## config.mk

```make
export PLATFORM = sky130hd
export DESIGN_NAME = regfile_bp
export DESIGN_NICKNAME = d
export VERILOG_FILES = /design/src/rtl/regfile_bp.sv
export SDC_FILE = /design/constraint.sdc
export NUM_CORES = 1
export LEC_CHECK = 0
export BUFFER_PORTS_ARGS = -buffer_cell sky130_fd_sc_hd__buf_2
export CORE_MARGIN = 1.5
export CORE_UTILIZATION = 45
export DETAILED_ROUTE_END_ITERATION = 10
export SYNTH_ARGS = -nofsm -noshare
export SYNTH_HDL_FRONTEND = slang
export SYNTH_SLANG_ARGS = --single-unit
```

## constraint.sdc

```tcl
create_clock -name clk -period 5 [get_ports clk]
set_input_delay 0.75 -clock clk [delete_from_list [all_inputs] [get_ports clk]]
set_output_delay 0.75 -clock clk [all_outputs]
set_load 0.01 [all_outputs]
```

## src/rtl/regfile_bp.sv

```systemverilog
// Two-read/one-write register bank with byte enables, optional zero register,
// write-first bypass and a sequential clear engine that stalls via busy.
module regfile_bp #(
    parameter int WIDTH    = 32,
    parameter int DEPTH    = 32,
    parameter int AW       = 5,
    parameter int ZERO_REG = 1,
    parameter int BYPASS   = 1
) (
    input  logic               clk,
    input  logic               rst,
    input  logic               clr,
    input  logic [AW-1:0]      ra1,
    input  logic [AW-1:0]      ra2,
    input  logic               we,
    input  logic [AW-1:0]      wa,
    input  logic [WIDTH/8-1:0] be,
    input  logic [WIDTH-1:0]   wd,
    output logic [WIDTH-1:0]   rd1,
    output logic [WIDTH-1:0]   rd2,
    output logic               busy
);

    localparam int NB = WIDTH / 8;
    localparam logic [AW:0] DEPTH_W = (AW + 1)'(DEPTH);
    localparam logic [AW-1:0] LAST = AW'(DEPTH - 1);

    typedef enum logic {
        CLEAR,
        READY
    } state_t;

    state_t state, state_nx;
    logic [AW-1:0] idx, idx_nx;
    logic [WIDTH-1:0] mem [DEPTH];
    logic wa_ok;
    logic wr_ok;
    logic [WIDTH-1:0] merged;

    assign busy  = (state == CLEAR);
    assign wa_ok = ({1'b0, wa} < DEPTH_W) && !(ZERO_REG != 0 && wa == '0);
    assign wr_ok = (state == READY) && we && !clr && wa_ok;

    always_comb begin
        merged = '0;
        if (wa_ok) merged = mem[wa];
        for (int i = 0; i < NB; i++) begin
            if (be[i]) merged[8*i +: 8] = wd[8*i +: 8];
        end
    end

    always_comb begin
        state_nx = state;
        idx_nx   = idx;
        unique case (state)
            CLEAR: begin
                if (idx == LAST) state_nx = READY;
                else idx_nx = idx + 1'b1;
            end
            READY: begin
                if (clr) begin
                    state_nx = CLEAR;
                    idx_nx   = '0;
                end
            end
            default: state_nx = CLEAR;
        endcase
    end

    always_ff @(posedge clk) begin
        if (rst) begin
            state <= CLEAR;
            idx   <= '0;
        end else begin
            state <= state_nx;
            idx   <= idx_nx;
        end
    end

    // Clear sweep owns the write port; user writes only land when READY.
    always_ff @(posedge clk) begin
        if (rst) mem[0] <= '0;
        else if (state == CLEAR) mem[idx] <= '0;
        else if (wr_ok) mem[wa] <= merged;
    end

    function automatic logic [WIDTH-1:0] rd_sel(
        input logic [AW-1:0]    ra,
        input logic [WIDTH-1:0] word,
        input logic             bsy,
        input logic             wok,
        input logic [AW-1:0]    waddr,
        input logic [WIDTH-1:0] mrg
    );
        logic [WIDTH-1:0] r;
        r = '0;
        if (bsy) r = '0;
        else if (ZERO_REG != 0 && ra == '0) r = '0;
        else if ({1'b0, ra} >= DEPTH_W) r = '0;
        else if (BYPASS != 0 && wok && ra == waddr) r = mrg;
        else r = word;
        return r;
    endfunction

    assign rd1 = rd_sel(ra1, mem[ra1], busy, wr_ok, wa, merged);
    assign rd2 = rd_sel(ra2, mem[ra2], busy, wr_ok, wa, merged);

endmodule

```

# After elaboration in Yosys (flattened, before gate mapping)
# Memories as Yosys holds them, arrays and structs flattened.
# Index checks and enable logic that the tools add are counted.
[word_totals] memories=1 ramBits=1024 ff_bits=6 in_bits=55 word_cells=55 out_inout_bits=65
[mem_list] name="mem" words=32 width=32 rd=3 rd_ports_with_merged_regs=0 wr=1 line="35" rtl="logic [WIDTH-1:0] mem [DEPTH];"
[classes] eq_ne=5 n_addsub=1 mux=32 bitwise_logic=1 n_reduce_logical=13
[ops] cell="$mux 32" n=9
[ops] cell="$reduce_or 32->1" n=2
[ops] cell="$mux 8" n=4
[ops] cell="$mux 5" n=4
[ops] cell="$logic_not 5->1" n=3
[ops] cell="$mux 1" n=13
[ops] cell="$eq 5x5->1" n=2
[ops] cell="$pmux 5 s2" n=1
[ops] cell="$add 5x1->5 const B" n=1
[ops] cell="$eq 5x5->1 const B" n=1
[ops] cell="$logic_and 1x1->1" n=5
[ops] cell="$ne 2x2->1 const B" n=2
[ops] cell="$logic_not 1->1" n=2
[ops] cell="$pmux 1 s2" n=1
[ops] cell="$reduce_and 2->1" n=1
[ops] cell="$not 1->1" n=1

# Longest topological paths before layout
[depth] ltp_word=9 ltp_mapped=11 ltp_nobuf=8

# Worst setup path before layout
# No wires, ideal clock.
[synth_timing] kind="input -> register" start="in wa[0]" end="mem mem[29][0] (enable)" stages=9 arrival_ns=3.629 required_ns=4.579 setup_slack_ns=0.950 path_cell_list="buf_2 -> buf_4 -> buf_4 -> buf_4 -> buf_4 -> buf_4 -> a31oi_1 -> o21bai_1 -> nor2_1"
[synth_via] elab_chain_cells=9 word_cells_on_any_way=10 cone_classes="mux (6); reduce/logical (4)"
[synth_rtl] item="from (decl)" line="16" rtl="input logic [AW-1:0] wa,"
[synth_rtl] item="$logic_not 5->1" line="41" rtl="assign wa_ok = ({1'b0, wa} < DEPTH_W) && !(ZERO_REG != 0 && wa == '0);"
[synth_rtl] item="$logic_not 1->1" line="41"
[synth_rtl] item="$logic_and 1x1->1" line="42" rtl="assign wr_ok = (state == READY) && we && !clr && wa_ok;"
[synth_rtl] item="$mux 1" line="84" rtl="else if (wr_ok) mem[wa] <= merged;"
[synth_rtl] item="$mux 1" line="83" rtl="else if (state == CLEAR) mem[idx] <= '0;"
[synth_rtl] item="$mux 1" line="82" rtl="if (rst) mem[0] <= '0;"
[synth_rtl] item="$mux 1 (implied by the code)" line="84"
[synth_rtl] item="$reduce_or 32->1 (no source line)"
[synth_rtl] item="$mux 5 (no source line) / $mux 1 (equally long branches)"
[synth_rtl] item="to (decl)" line="35"
# Several ways; a longest one is shown, not always the timed one.

# Worst setup path in the final report
[layout_timing] start="reg state" end="out rd1[8]"
[layout_via] elab_chain_cells=7
[layout_rtl] item="from (decl)" line="33" rtl="state_t state, state_nx;"
[layout_rtl] item="from (signal assigned)" line="75" rtl="state <= state_nx;"
[layout_rtl] item="$logic_and 1x1->1 (3 in series)" line="42"
[layout_rtl] item="$logic_and 1x1->1" line="100" rtl="else if (BYPASS != 0 && wok && ra == waddr) r = mrg;"
[layout_rtl] item="$mux 32" line="100"
[layout_rtl] item="$mux 32" line="98" rtl="else if (ZERO_REG != 0 && ra == '0) r = '0;"
[layout_rtl] item="$mux 32 (*)" line="97" rtl="if (bsy) r = '0;"
[layout_rtl] item="to (decl)" line="19" rtl="output logic [WIDTH-1:0] rd1,"
# Mark *: on every way between the ends. The rest lies on a longest branch, timed or not.

==> impl_metrics.ini <==
[grt]
met3_usage_pct = 9.401
grtUsageMet2_pct = 49.68
grtUsageMet1_pct = 47.15
grt-busiest-layer = met2
grt_pass1_wl_mm = 314.4
grt_pass1_vias = 40800
grt_max_degree = 87
grt.total_usage_pct = 34.14
overflow = 0
antenna_found_initial = 10

[timing]
slew_viol_final = 0
rsz0062_at_grt = false
slew_headroom_pct = 23.35
finalCritPeriodShare_pct = 100.2
skew_ps = 25.92
setup_ws_ps = -7.813
setup_viol = 1
max_freq_ghz = 0.1997
period_needed_ps = 5008
timing.setup.tns_ps = -7.813
finalHoldViolCount = 0
worst_slew_pin_slew_ps = 1138

[floorplan]
die_area_um2 = 131000
chipWidth_um = 362.0
rows = 131
ios = 120
coreArea_um2 = 127700
start_util_pct = 45.42
die_h_um = 362.0

[clocking]
cts_max_path_buffers = 3
root_buffer = clkbuf_16
h-tree-depth = 3
cts_sinks = 1030
clk_pin_slew_worst_paths_ps = 60
cts_setup_buffers = 0
cts_made_buffers = 114
tritoncts = done
clock_latency_ps = 740

[place]
dp_slack_ps = 110.1
place.gp.congestion = 0.9241
placed_cells = 5564
io_buffers = 119
hpwl_mm = 132.5

[synthesis]
synthAdderAreaFrac_pct = 0.04315
synth_top_cells_by_count = edfxtp_1, mux2i_1, mux4_2
synth-compound-area-share_pct = 11.15
yosys.area.top_type = edfxtp_1
synthSimpleGateAreaFrac_pct = 3.167
ys_seq_area_share_pct = 53.23
synthMuxAreaShare_pct = 29.50
syn-num-nets = 3961
synthCells = 3904
synth_warnings = 0
synth_edf_count = 1024
yosysMostFrequentCell = edfxtp_1
synth_cell_types = 53
syn_area_um2 = 58000
synth_xor_area_share_pct = 0.1510
synth_top_area_share_pct = 53.02
ys_ff_latch = 1030
synth_ff_type = edfxtp_1
synthTopCellsByArea = edfxtp_1, mux4_2, mux2i_1
synth.avg_cell_area_um2 = 14.86
postSynth.asyncResetShare_pct = 0
synth_top_family_by_area = multiplexers

[critical_path]
crit_path_end_kind = output port
critPathLaunchType = flop
arrival_ps = 4260
critical_path.max_stage_delay_ps = 900
cp_cell_sequence = and3b_2 > a21bo_1 > or4_2 > nand3_2 > buf_12 > o22a_1 > o21ai_0 > buf_4 > buf_2
worstPathRequired_ps = 4250
path_buf_inv = 3
slowest_stage = or4_2
cpLargestDelayFamily = simple AND/OR/NAND/NOR gates
criticalPathCategory = flop to output port
crit_path_max_fanout = 11

[drt]
drtAntennaViolNets = 0
wl_mm = 226.3
drt-initial-drc-count = 6750
wl_per_cell_um = 39.11
routed_via_density = 7.305
vias = 42270
drt-pass1-iter-count = 6
drc = 0

[power]
p_per_area_nw_per_um2 = 309.9
leakagePower_nw = 23.28
peakVddDrop_v = 0.0003654
p_total_mw = 20.38

[finish]
fin_cells = 5787
nets = 4075
drive_gt1_share_pct = 25.42
n_fill_cell = 10520
synthToLayoutAreaGrowth_pct = 13.37

[worst_hold_path]
hold_class = input port to flop

[job]
maxCapViolations = 0

[status]
outcome = complete, but fails checks
violations = setup timing
==> worst paths after layout <==
kind                                           from               endpoint  slack [ps]  cells after the start
worst max-delay path               state$_SDFF_PP0_                 rd1[8]          -8                      9
worst min-delay path                            rst    idx[1]$_SDFFE_PP0P_         360                      2
worst max register to register     state$_SDFF_PP0_  mem[20][29]$_DFFE_PP_        1140                      8
worst min register to register  idx[3]$_SDFFE_PP0P_    idx[3]$_SDFFE_PP0P_         550                      1
==> power by group <==
part / internal, mW / switching [mW]
registers: 9.42 / 0.0405
logic: 0.815 / 1.38
clock network: 5.13 / 3.59
==> registers in the layout (all words and copies together) (netlist names) <==
register / flops
mem: 1024
state: 1
idx: 5
==> worst register-to-register path, stage by stage, from the launching register on <==
cell and delay [ps]:
dfxtp_1 480, buf_4 330, clkinv_1 350, and3_1 320, a31oi_1 180, o21ai_1 90, buf_4 220, nor2_4 870
buf_4 620
==> routing by layer <==
| layer | routed length, um | vias up | part of all wire (%) |
|---|---|---|---|
| met5 | 53 | - | 0.023 |
| met2 | 96920 | 3356 | 43 |
| met3 | 30890 | 699 | 14 |
| met4 | 13020 | 6 | 5.8 |
| met1 | 85420 | 21530 | 38 |
| li1 | - | 16690 | - |
==> kinds of logic after synthesis <==
kind of cell             Yosys count
AO/OA/AOI/OAI                    901
XOR/XNOR                          10
adder cells (fa/ha/maj)            2
buffers and inverters            357
flip-flops                      1030
multiplexers                    1184
AND/OR/NAND/NOR                  420
==> per-stage QoR <==
step | hold WS (ps) | util (%) | area [um2]
2_1_floorplan | 461.7 | - | 58000
3_3_place_gp | 508.5 | 48.47 | 61890
3_5_place_dp | 528.1 | 48.47 | 61890
4_1_cts | 315.9 | 51.48 | 65740
5_1_grt | 342.3 | 51.49 | 65750
6_report | 359.8 | 51.50 | 65750
==> final cells by class <==
class	count	area (um2)	share of cell area (%)
diodes	7	17.52	0.02664
clock buffers	132	2984	4.538
clock inverters	84	865.8	1.317
inverters	6	27.53	0.04186
multi-input cells	2517	25860	39.33
flip-flops and latches	1030	30870	46.95
well taps	1662	2079	3.163
repair buffers	349	3050	4.639
==> timing repair <==
item / in CTS / in global routing
resized for setup: 1 / 1
setup endpoints to repair: 1 / 1
hold endpoints to repair: 0 / 0
hold buffers: 0 / 0
==> layout by cell type (no fill, tap or decap), types with 104 or more instances in the layout <==
cell type,n
nand2_1,133
o21ai_0,104
clkbuf_16,117
a221oi_1,256
a22oi_1,130
buf_2,106
buf_4,184
nor2_1,176
a21oi_1,127
edfxtp_1,1024
mux4_2,416
mux2i_1,724
No activity file was read; power rests on OpenSTA's default activity.
